$ cat config.mk
export PLATFORM = sky130hd
export DESIGN_NAME = survivor_writer
export DESIGN_NICKNAME = d
export VERILOG_FILES = /design/src/rtl/survivor_writer_pkg.sv /design/src/rtl/survivor_writer_packer.sv /design/src/rtl/survivor_writer.sv
export SDC_FILE = /design/constraint.sdc
export NUM_CORES = 1
export LEC_CHECK = 0
export ABC_AREA = 1
export CAP_MARGIN = 20
export CORE_UTILIZATION = 52
export DETAILED_ROUTE_END_ITERATION = 12
export GPL_TIMING_DRIVEN = 0
export PLACE_DENSITY = 0.85
export SKIP_CTS_REPAIR_TIMING = 1
export SLEW_MARGIN = 10
export SYNTH_ARGS = -nofsm -noshare
export SYNTH_HDL_FRONTEND = slang
export SYNTH_SLANG_ARGS = --single-unit
$ cat constraint.sdc
create_clock -name Clock -period 2.3 [get_ports Clock]
set_clock_uncertainty 0.2 [all_clocks]
set_input_delay 0.345 -clock Clock [delete_from_list [all_inputs] [get_ports Clock]]
set_output_delay 0.345 -clock Clock [all_outputs]
set_load 0.05 [all_outputs]
$ cat src/rtl/survivor_writer_pkg.sv
// Shared widths and FSM encodings for the Viterbi survivor-memory writer.
// SW_PARITY_EN widens the RAM word by one parity bit.
package survivor_writer_pkg;

  localparam int N_ACS       = 4;
  localparam int WD_RAM_DATA = 8;
  localparam int WD_STATE    = 8;
  localparam int WD_FSM      = 6;
  localparam int WD_RAM_ADDR = 11;
  localparam int TB_INTERVAL = 8;

  localparam int BEATS  = WD_RAM_DATA / N_ACS;
  localparam int WORDS  = (2 ** WD_STATE) / WD_RAM_DATA;
  localparam int SW     = WD_RAM_ADDR - WD_FSM;
  localparam int BEAT_W = (BEATS > 1) ? $clog2(BEATS) : 1;

`ifdef SW_PARITY_EN
  localparam int RD_W = WD_RAM_DATA + 1;
`else
  localparam int RD_W = WD_RAM_DATA;
`endif

  typedef enum logic [1:0] {
    S_BOUND = 2'd0,
    S_FILL  = 2'd1,
    S_STALL = 2'd2
  } sw_state_e;

endpackage

$ cat src/rtl/survivor_writer_packer.sv
// sw_packer: gathers N_ACS-bit decision beats into RAM words, zero-pads short words,
// registers the finished word for the write port (optional parity under SW_PARITY_EN).
module sw_packer
  import survivor_writer_pkg::*;
(
  input  logic              Clock,
  input  logic              Reset,
  input  logic              flush,
  input  logic              beat_vld,
  input  logic              beat_close,
  input  logic [N_ACS-1:0]  beat_bits,
  output logic [BEAT_W-1:0] beat,
  output logic              wr_vld_p1,
  output logic [RD_W-1:0]   wr_data_p1
);

  logic [WD_RAM_DATA-1:0] acc_p0;
  logic [WD_RAM_DATA-1:0] word_n;
  logic                   last_beat;
  logic                   word_done;

`ifdef SW_PARITY_EN
  function automatic logic even_parity(input logic [WD_RAM_DATA-1:0] d);
    return ^d;
  endfunction

  function automatic logic [RD_W-1:0] pack_word(input logic [WD_RAM_DATA-1:0] d);
    return {even_parity(d), d};
  endfunction
`else
  function automatic logic [RD_W-1:0] pack_word(input logic [WD_RAM_DATA-1:0] d);
    return d;
  endfunction
`endif

  assign last_beat = (beat == BEAT_W'(BEATS - 1));
  assign word_done = beat_vld & (last_beat | beat_close);

  // acc_p0 is cleared after every word, so unfilled slices are already the zero padding
  always_comb begin
    word_n = acc_p0;
    for (int k = 0; k < BEATS; k++) begin
      if (beat == BEAT_W'(k)) word_n[k*N_ACS +: N_ACS] = beat_bits;
    end
  end

  // p0 -> p1: finished word registered onto the RAM write port
  always_ff @(posedge Clock or negedge Reset) begin
    if (!Reset) begin
      acc_p0     <= '0;
      beat       <= '0;
      wr_vld_p1  <= 1'b0;
      wr_data_p1 <= '0;
    end else begin
      wr_vld_p1 <= word_done;
      if (flush) begin
        acc_p0 <= '0;
        beat   <= '0;
      end else if (word_done) begin
        acc_p0     <= '0;
        beat       <= '0;
        wr_data_p1 <= pack_word(word_n);
      end else if (beat_vld) begin
        acc_p0 <= word_n;
        beat   <= beat + 1'b1;
      end
    end
  end

endmodule

$ cat src/rtl/survivor_writer.sv
// Survivor-memory write side: stage/word addressing, traceback lock stall, TbStart pacing.
// Optional SW_PARITY_EN appends an even-parity bit to each RAM word.
module survivor_writer
  import survivor_writer_pkg::*;
(
  input  logic                   Clock,
  input  logic                   Reset,
  input  logic                   Flush,
  input  logic                   DecValid,
  output logic                   DecReady,
  input  logic [N_ACS-1:0]       DecBits,
  input  logic                   DecLast,
  output logic                   RamWrEn,
  output logic [WD_RAM_ADDR-1:0] RamWrAddr,
  output logic [RD_W-1:0]        RamWrData,
  input  logic                   TbBusy,
  input  logic [SW-1:0]          TbLockStage,
  output logic                   TbStart,
  output logic [SW-1:0]          TbStage,
  output logic                   ErrFrame
);

  localparam logic [SW-1:0] TB_MASK = SW'(TB_INTERVAL - 1);

  sw_state_e         state, state_n;
  logic [SW-1:0]     stage;
  logic [WD_FSM-1:0] word_idx;
  logic [BEAT_W-1:0] beat;
  logic              ready_c;
  logic              locked;
  logic              accept;
  logic              last_beat;
  logic              at_final;
  logic              close;
  logic              misalign;
  logic              tb_due;

  assign locked    = TbBusy && (stage == TbLockStage);
  assign DecReady  = ready_c & ~Flush & Reset;
  assign accept    = DecValid & DecReady;
  assign last_beat = (beat == BEAT_W'(BEATS - 1));
  assign at_final  = (word_idx == WD_FSM'(WORDS - 1)) && last_beat;
  // a stage closes on DecLast or is force-closed once the full word count is reached
  assign close     = DecLast | at_final;
  assign misalign  = DecLast ^ at_final;
  assign tb_due    = ((stage + 1'b1) & TB_MASK) == '0;

  always_comb begin
    state_n = state;
    ready_c = 1'b0;
    case (state)
      S_BOUND: begin
        if (locked) begin
          state_n = S_STALL;
        end else begin
          ready_c = 1'b1;
          if (DecValid && !close) state_n = S_FILL;
        end
      end
      S_FILL: begin
        ready_c = 1'b1;
        if (DecValid && close) state_n = S_BOUND;
      end
      S_STALL: begin
        if (!locked) state_n = S_BOUND;
      end
      default: state_n = S_BOUND;
    endcase
  end

  sw_packer u_packer (
    .Clock      (Clock),
    .Reset      (Reset),
    .flush      (Flush),
    .beat_vld   (accept),
    .beat_close (close),
    .beat_bits  (DecBits),
    .beat       (beat),
    .wr_vld_p1  (RamWrEn),
    .wr_data_p1 (RamWrData)
  );

  // p0 -> p1: address and traceback pulse registered alongside the packer's write word
  always_ff @(posedge Clock or negedge Reset) begin
    if (!Reset) begin
      state     <= S_BOUND;
      stage     <= '0;
      word_idx  <= '0;
      RamWrAddr <= '0;
      TbStart   <= 1'b0;
      TbStage   <= '0;
      ErrFrame  <= 1'b0;
    end else if (Flush) begin
      state    <= S_BOUND;
      stage    <= '0;
      word_idx <= '0;
      TbStart  <= 1'b0;
      ErrFrame <= 1'b0;
    end else begin
      state   <= state_n;
      TbStart <= accept & close & tb_due;
      if (accept) begin
        if (last_beat || close) RamWrAddr <= {stage, word_idx};
        if (misalign) ErrFrame <= 1'b1;
        if (close) begin
          stage    <= stage + 1'b1;
          word_idx <= '0;
          if (tb_due) TbStage <= stage;
        end else if (last_beat) begin
          word_idx <= word_idx + 1'b1;
        end
      end
    end
  end

endmodule

==> results of run 1 <==
layout by cell type (no fill, tap or decap), drive strengths merged, types with 4 or more instances in the layout:
master,netlist,layout
nor2,22,22
o21ai,30,30
nand2,125,125
a21oi,4,4
dfrtp,49,49
clkdlybuf4s50,0,39
clkbuf,4,10
nand3,31,31
ha,4,4
buf,6,12
inv,26,26
cells by family (layout without fill, tap and decap cells):
group	Yosys count	in the layout	share of synthesized area, %
AND/OR/NAND/NOR	181	181	31.7
flip-flops	49	49	51.0
AO/OA/AOI/OAI	37	37	7.96
buffers and inverters	37	93	6.50
adder cells (fa/ha/maj)	4	4	2.08
XOR/XNOR	2	2	0.729
flip-flops by register name, indices dropped and copies added (netlist names):
signal / count
RamWrAddr: 11
u_packer.acc_p0: 8
u_packer.wr_data_p1: 8
word_idx: 6
TbStage: 5
stage: 5
state: 2
ErrFrame: 1
TbStart: 1
u_packer.beat: 1
u_packer.wr_vld_p1: 1
worst paths after layout:
check / start / end / slack (ns)
worst max-delay path: TbLockStage[4] / DecReady / -0.004
worst min-delay path: Flush / ErrFrame$_DFFE_PN0P_ / 0.14
worst max register to register: word_idx[0]$_DFFE_PN0P_ / word_idx[2]$_DFFE_PN0P_ / 0.13
worst min register to register: TbStage[1]$_DFFE_PN0P_ / TbStage[1]$_DFFE_PN0P_ / 0.29
max in group asynchronous: Reset / word_idx[3]$_DFFE_PN0P_ / 0.65
min in group asynchronous: Reset / u_packer.acc_p0[0]$_DFFE_PN0P_ / 0.51
routing by layer:
layer,vias up,wire length [um]
li1,1089,-
met1,1038,2430
met2,58,2970
met3,9,227
met4,0,89
met5,-,0
cells in the mapped netlist (all sizes together):
cell,n,area share (%)
o22ai,1,0.26
dfrtp,49,51
nor3b,1,0.31
a21oi,4,0.83
nand2,125,20
inv,26,4.1
nand4,2,0.78
o21a,2,0.62
xor2,2,0.73
clkbuf,4,0.68
clkinv,1,0.16
ha,4,2.1
buf,6,1.6
nand3,31,7.2
o21ai,30,6.2
nor2,22,3.6
power by group through the flow:
stage / logic (mW) / clock network (mW) / registers (mW)
global route: 0.413 / 0.757 / 0.937
finish: 0.385 / 0.717 / 0.931
global placement: 0.344 / 0 / 0.945
detailed placement: 0.357 / 0 / 0.948
CTS: 0.359 / 0.721 / 0.931
floorplan: 0.109 / 0 / 1.05
final cells by class:
class | instances | area (sq um) | share of cell area (%)
Clock buffer | 5 | 68.8 | 2.18
Buffer | 10 | 55.1 | 1.74
Inverter | 27 | 101 | 3.21
Tap cell | 52 | 65.1 | 2.06
Multi-Input combinational cell | 224 | 1060 | 33.4
Clock inverter | 3 | 65.1 | 2.06
Timing Repair Buffer | 48 | 520 | 16.5
Sequential cell | 49 | 1230 | 38.9
==> impl_metrics.json, run 1 <==
{
  "status": "finished with violations",
  "violations": "negative setup slack",
  "path_class": "in2out",
  "max_freq_ghz": 0.434,
  "power.switching_mw": 0.566,
  "synth_seq_cells": 49,
  "cts_buffers": 5,
  "max_slew_margin_pct": 65.6,
  "finalSetupViolCount": 1,
  "met3_usage_pct": 4.91,
  "use_met1_pct": 30.1,
  "internal-power_mw": 1.47,
  "syn_area_sq_mm": 0.00240,
  "routedWlPerCell_um": 13.7,
  "hold_violations": 0,
  "ys_warn_count": 0,
  "endpoint_kind": "primary output",
  "worstPathCellList": "clkdlybuf4s50_1 -> inv_1 -> nand2_1 -> nand2_1 -> nor2_4 -> nand3_2 -> nor2_2 -> nor2_2 -> buf_4",
  "worstSkewPairLatency_ns": 0.30,
  "cp.depth": 9,
  "dp.cells": 404,
  "syn_nets": 329,
  "area_growth_pct": 31.5,
  "routed_via_density": 5.25,
  "critical_path.slowest_cell": "clkdlybuf4s50_1",
  "path_buf_inv": 3,
  "gr-usage-met2_pct": 38.5,
  "dp_slack_ns": -0.553,
  "grt_pass1_wl_um": 8940,
  "filler_cell_count": 323,
  "top_usage_layer": "met2",
  "arrival_ns": 1.76,
  "cp_slowest_stage_delay_ns": 0.49,
  "power_frac_comb_pct": 18.9,
  "num_rows": 24,
  "gp_congestion": 0.847,
  "hold_class": "in2reg",
  "p_leak_nw": 1.63,
  "drc": 0,
  "port_buffers": 41,
  "timing_max_transition_violations_final": 0,
  "instances_no_fill": 418,
  "cts.sinks": 49,
  "drive_above_1_share_pct": 11.5,
  "worst_slew_pin_slew_ns": 0.515,
  "p_clk_share_pct": 35.3,
  "switching_share_pct": 27.8,
  "tns_ns": -0.00392,
  "antenna_found_initial": 0,
  "final_area_sq_mm": 0.00316,
  "clkTransAtPathRegs_ns": 0.08,
  "chipWidth_um": 70.0,
  "worst_slack_ns": -0.00392,
  "grt_pass1_vias": 1948,
  "diodes": 0,
  "p_per_area_mw_per_mm2": 643,
  "grt_start_max_net_pins": 27,
  "final_util_pct": 71.6,
  "cts-htree-levels": 2,
  "initial_utilization_pct": 54.5,
  "vias": 2194,
  "grt_usage_pct": 23.1,
  "dr.pass1.iters": 4,
  "whs_path_depth": 2,
  "power_mw": 2.03,
  "ys_types": 26,
  "nets": 384,
  "drt_iter0_markers": 171,
  "cts_tree": "yes",
  "syn_inst": 310,
  "cp_top_family": "buffers and inverters",
  "placed_cell_area_sq_mm": 0.00290,
  "required_ns": 1.75,
  "postSynthAreaPerCell_sq_um": 7.76,
  "clk_path_buf_depth": 2,
  "cts_root_buf": "clkbuf_8",
  "core_sq_mm": 0.00441,
  "grt_overflow": 0,
  "startpoint_type": "input pin",
  "finalCritPeriodShare_pct": 100,
  "power.share.sequential_pct": 45.8,
  "path_max_fanout": 4,
  "place_hpwl_um": 3810,
  "min_period_ns": 2.30,
  "die_area_sq_mm": 0.00490,
  "seq_area_frac_synth_pct": 51.0,
  "holdWs_ns": 0.136,
  "wirelength_um": 5720,
  "maxCapViolCount": 0,
  "worst_r2r_path_depth": 12,
  "die_y_um": 70.0,
  "io_pins": 43,
  "antenna_left": 0,
  "ir_drop_mv": 0.327
}
(Power assumes the default switching activity.)
==> run 2: changes to the inputs <==
Settings changed: SKIP_CTS_REPAIR_TIMING 1 to unset.
==> impl_metrics.json, run 2 (synthesis gave the netlist of run 1 again) <==
{
  "status": "complete, no violations",
  "maxCapViolCount": 0,
  "vias": 2189,
  "diodes": 0,
  "reg.largest.list": "RamWrAddr: 11 flops, u_packer.acc_p0: 8 flops, u_packer.wr_data_p1: 8 flops",
  "drive_above_1_share_pct": 12.1,
  "drc": 0,
  "wirelength_um": 5570,
  "clkTransAtPathRegs_ns": 0.09,
  "initial_utilization_pct": 54.5,
  "min_period_ns": 2.25,
  "instances_no_fill": 417,
  "port_buffers": 41,
  "cp_slowest_stage_delay_ns": 0.48,
  "largest_register": "RamWrAddr",
  "grt_usage_pct": 24.0,
  "gp_congestion": 0.847,
  "worst_slack_ns": 0.0540,
  "switching_share_pct": 27.9,
  "power_frac_comb_pct": 18.6,
  "largest_reg_flops": 11,
  "antenna_found_initial": 0,
  "cts_tree": "yes",
  "routed_via_density": 5.25,
  "finalCritPeriodShare_pct": 97.7,
  "cp_top_family": "buffers and inverters",
  "routedWlPerCell_um": 13.4,
  "chipWidth_um": 70.0,
  "max_slew_margin_pct": 63.8,
  "clk_path_buf_depth": 2,
  "worstPathCellList": "clkdlybuf4s50_1 -> inv_1 -> nand2_1 -> nand2_1 -> nor2_4 -> nand3_2 -> nor2_4 -> nor2_2 -> buf_4",
  "endpoint_kind": "primary output",
  "antenna_left": 0,
  "cts_root_buf": "clkbuf_8",
  "power.share.sequential_pct": 46.0,
  "path_buf_inv": 3,
  "io_pins": 43,
  "drt_iter0_markers": 121,
  "final_common_cell": "nand2_1",
  "final_area_sq_mm": 0.00315,
  "grt_start_max_net_pins": 26,
  "grt_pass1_wl_um": 9200,
  "dp_slack_ns": -0.553,
  "die_y_um": 70.0,
  "core_sq_mm": 0.00441,
  "cts-htree-levels": 2,
  "ir_drop_mv": 0.329,
  "p_clk_share_pct": 35.4,
  "dr.pass1.iters": 5,
  "critical_path.slowest_cell": "clkdlybuf4s50_1",
  "startpoint_type": "input pin",
  "hold_class": "in2async",
  "p_per_area_mw_per_mm2": 643,
  "power.switching_mw": 0.565,
  "internal-power_mw": 1.46,
  "dp.cells": 404,
  "grt_overflow": 0,
  "worst_slew_pin_slew_ns": 0.543,
  "arrival_ns": 1.70,
  "nets": 383,
  "grt_pass1_vias": 2010,
  "worstSkewPairLatency_ns": 0.30,
  "p_leak_nw": 1.62,
  "final_cell_mix": "nand2_1, dfrtp_1, clkdlybuf4s50_1",
  "finalSetupViolCount": 0,
  "area_growth_pct": 31.1,
  "max_freq_ghz": 0.445,
  "path_max_fanout": 4,
  "cts.sinks": 49,
  "place_hpwl_um": 3810,
  "num_rows": 24,
  "timing_max_transition_violations_final": 0,
  "cts_buffers": 5,
  "placed_cell_area_sq_mm": 0.00290,
  "path_class": "in2out",
  "required_ns": 1.75,
  "hold_violations": 0,
  "die_area_sq_mm": 0.00490
}
[run 2: worst reg2reg max path: cells and delay by family, from the launching register on]
| kind | cells | cell delay, ns |
|---|---|---|
| adders and majority gates | 2 | 0.43 |
| and+or+nand+nor | 6 | 0.57 |
| buffers and inverters | 2 | 0.18 |
| AOI/OAI and AO/OA | 2 | 0.28 |
| DFF | 1 | 0.43 |
[run 2: power by group through the flow]
stage / logic, mW / registers, mW / clock network (mW)
after floorplan: 0.109 / 1.05 / 0
after global placement: 0.344 / 0.945 / 0
after detailed placement: 0.357 / 0.948 / 0
after CTS: 0.371 / 0.931 / 0.721
after global routing: 0.406 / 0.938 / 0.758
final: 0.377 / 0.932 / 0.718
[run 2: per-layer routing]
metal,GRT usage (%),vias to the layer above,share of wire [%]
li1,-,1087,-
met1,30.8,1023,43
met2,39.5,66,51
met3,5.05,13,4.1
met4,10.2,0,2.3
met5,0,-,0
[run 2: layout make-up]
class | instances | area, sq um
inverter | 27 | 101
sequential | 49 | 1230
tap | 52 | 65.1
timing repair buffer | 47 | 493
buffer | 10 | 55.1
clock inverter | 3 | 65.1
fill | 326 | 1260
clock buffer | 5 | 68.8
multi-input combinational | 224 | 1070
[run 2: what timing repair did]
action,4_1_cts,5_1_grt
buffers inserted,0,1
setup endpoints to repair,7,7
pin swaps,0,1
hold buffers,4,0
resized for setup,9,15
endpoints found under the hold margin,25,0
[run 2: final timing paths]
path                                               startpoint  cells after the start                            endpoint  slack [ns]
setup / recovery                               TbLockStage[4]                      9                            DecReady        0.05
hold / removal                                          Reset                      3              TbStage[4]$_DFFE_PN0P_        0.11
setup reg to reg                      word_idx[0]$_DFFE_PN0P_                     12             word_idx[2]$_DFFE_PN0P_        0.16
hold reg to reg            u_packer.wr_data_p1[6]$_DFFE_PN0P_                      2  u_packer.wr_data_p1[6]$_DFFE_PN0P_        0.29
max in group asynchronous                               Reset                      4             word_idx[3]$_DFFE_PN0P_        1.20
min in group Clock                                      Flush                      2                ErrFrame$_DFFE_PN0P_        0.13
[run 2: per-stage QoR]
stage	power [mW]	TNS (ns)	hold WS (ns)	util, %
finish	2.03	0	0.108	71.4
global route	2.10	-0.0753	0.124	71.4
CTS	2.02	0	0.116	70.3
detailed placement	1.31	-0.900	0.200	65.8
global placement	1.29	-97.67	0.264	65.2
floorplan	1.16	0	-0.151	-
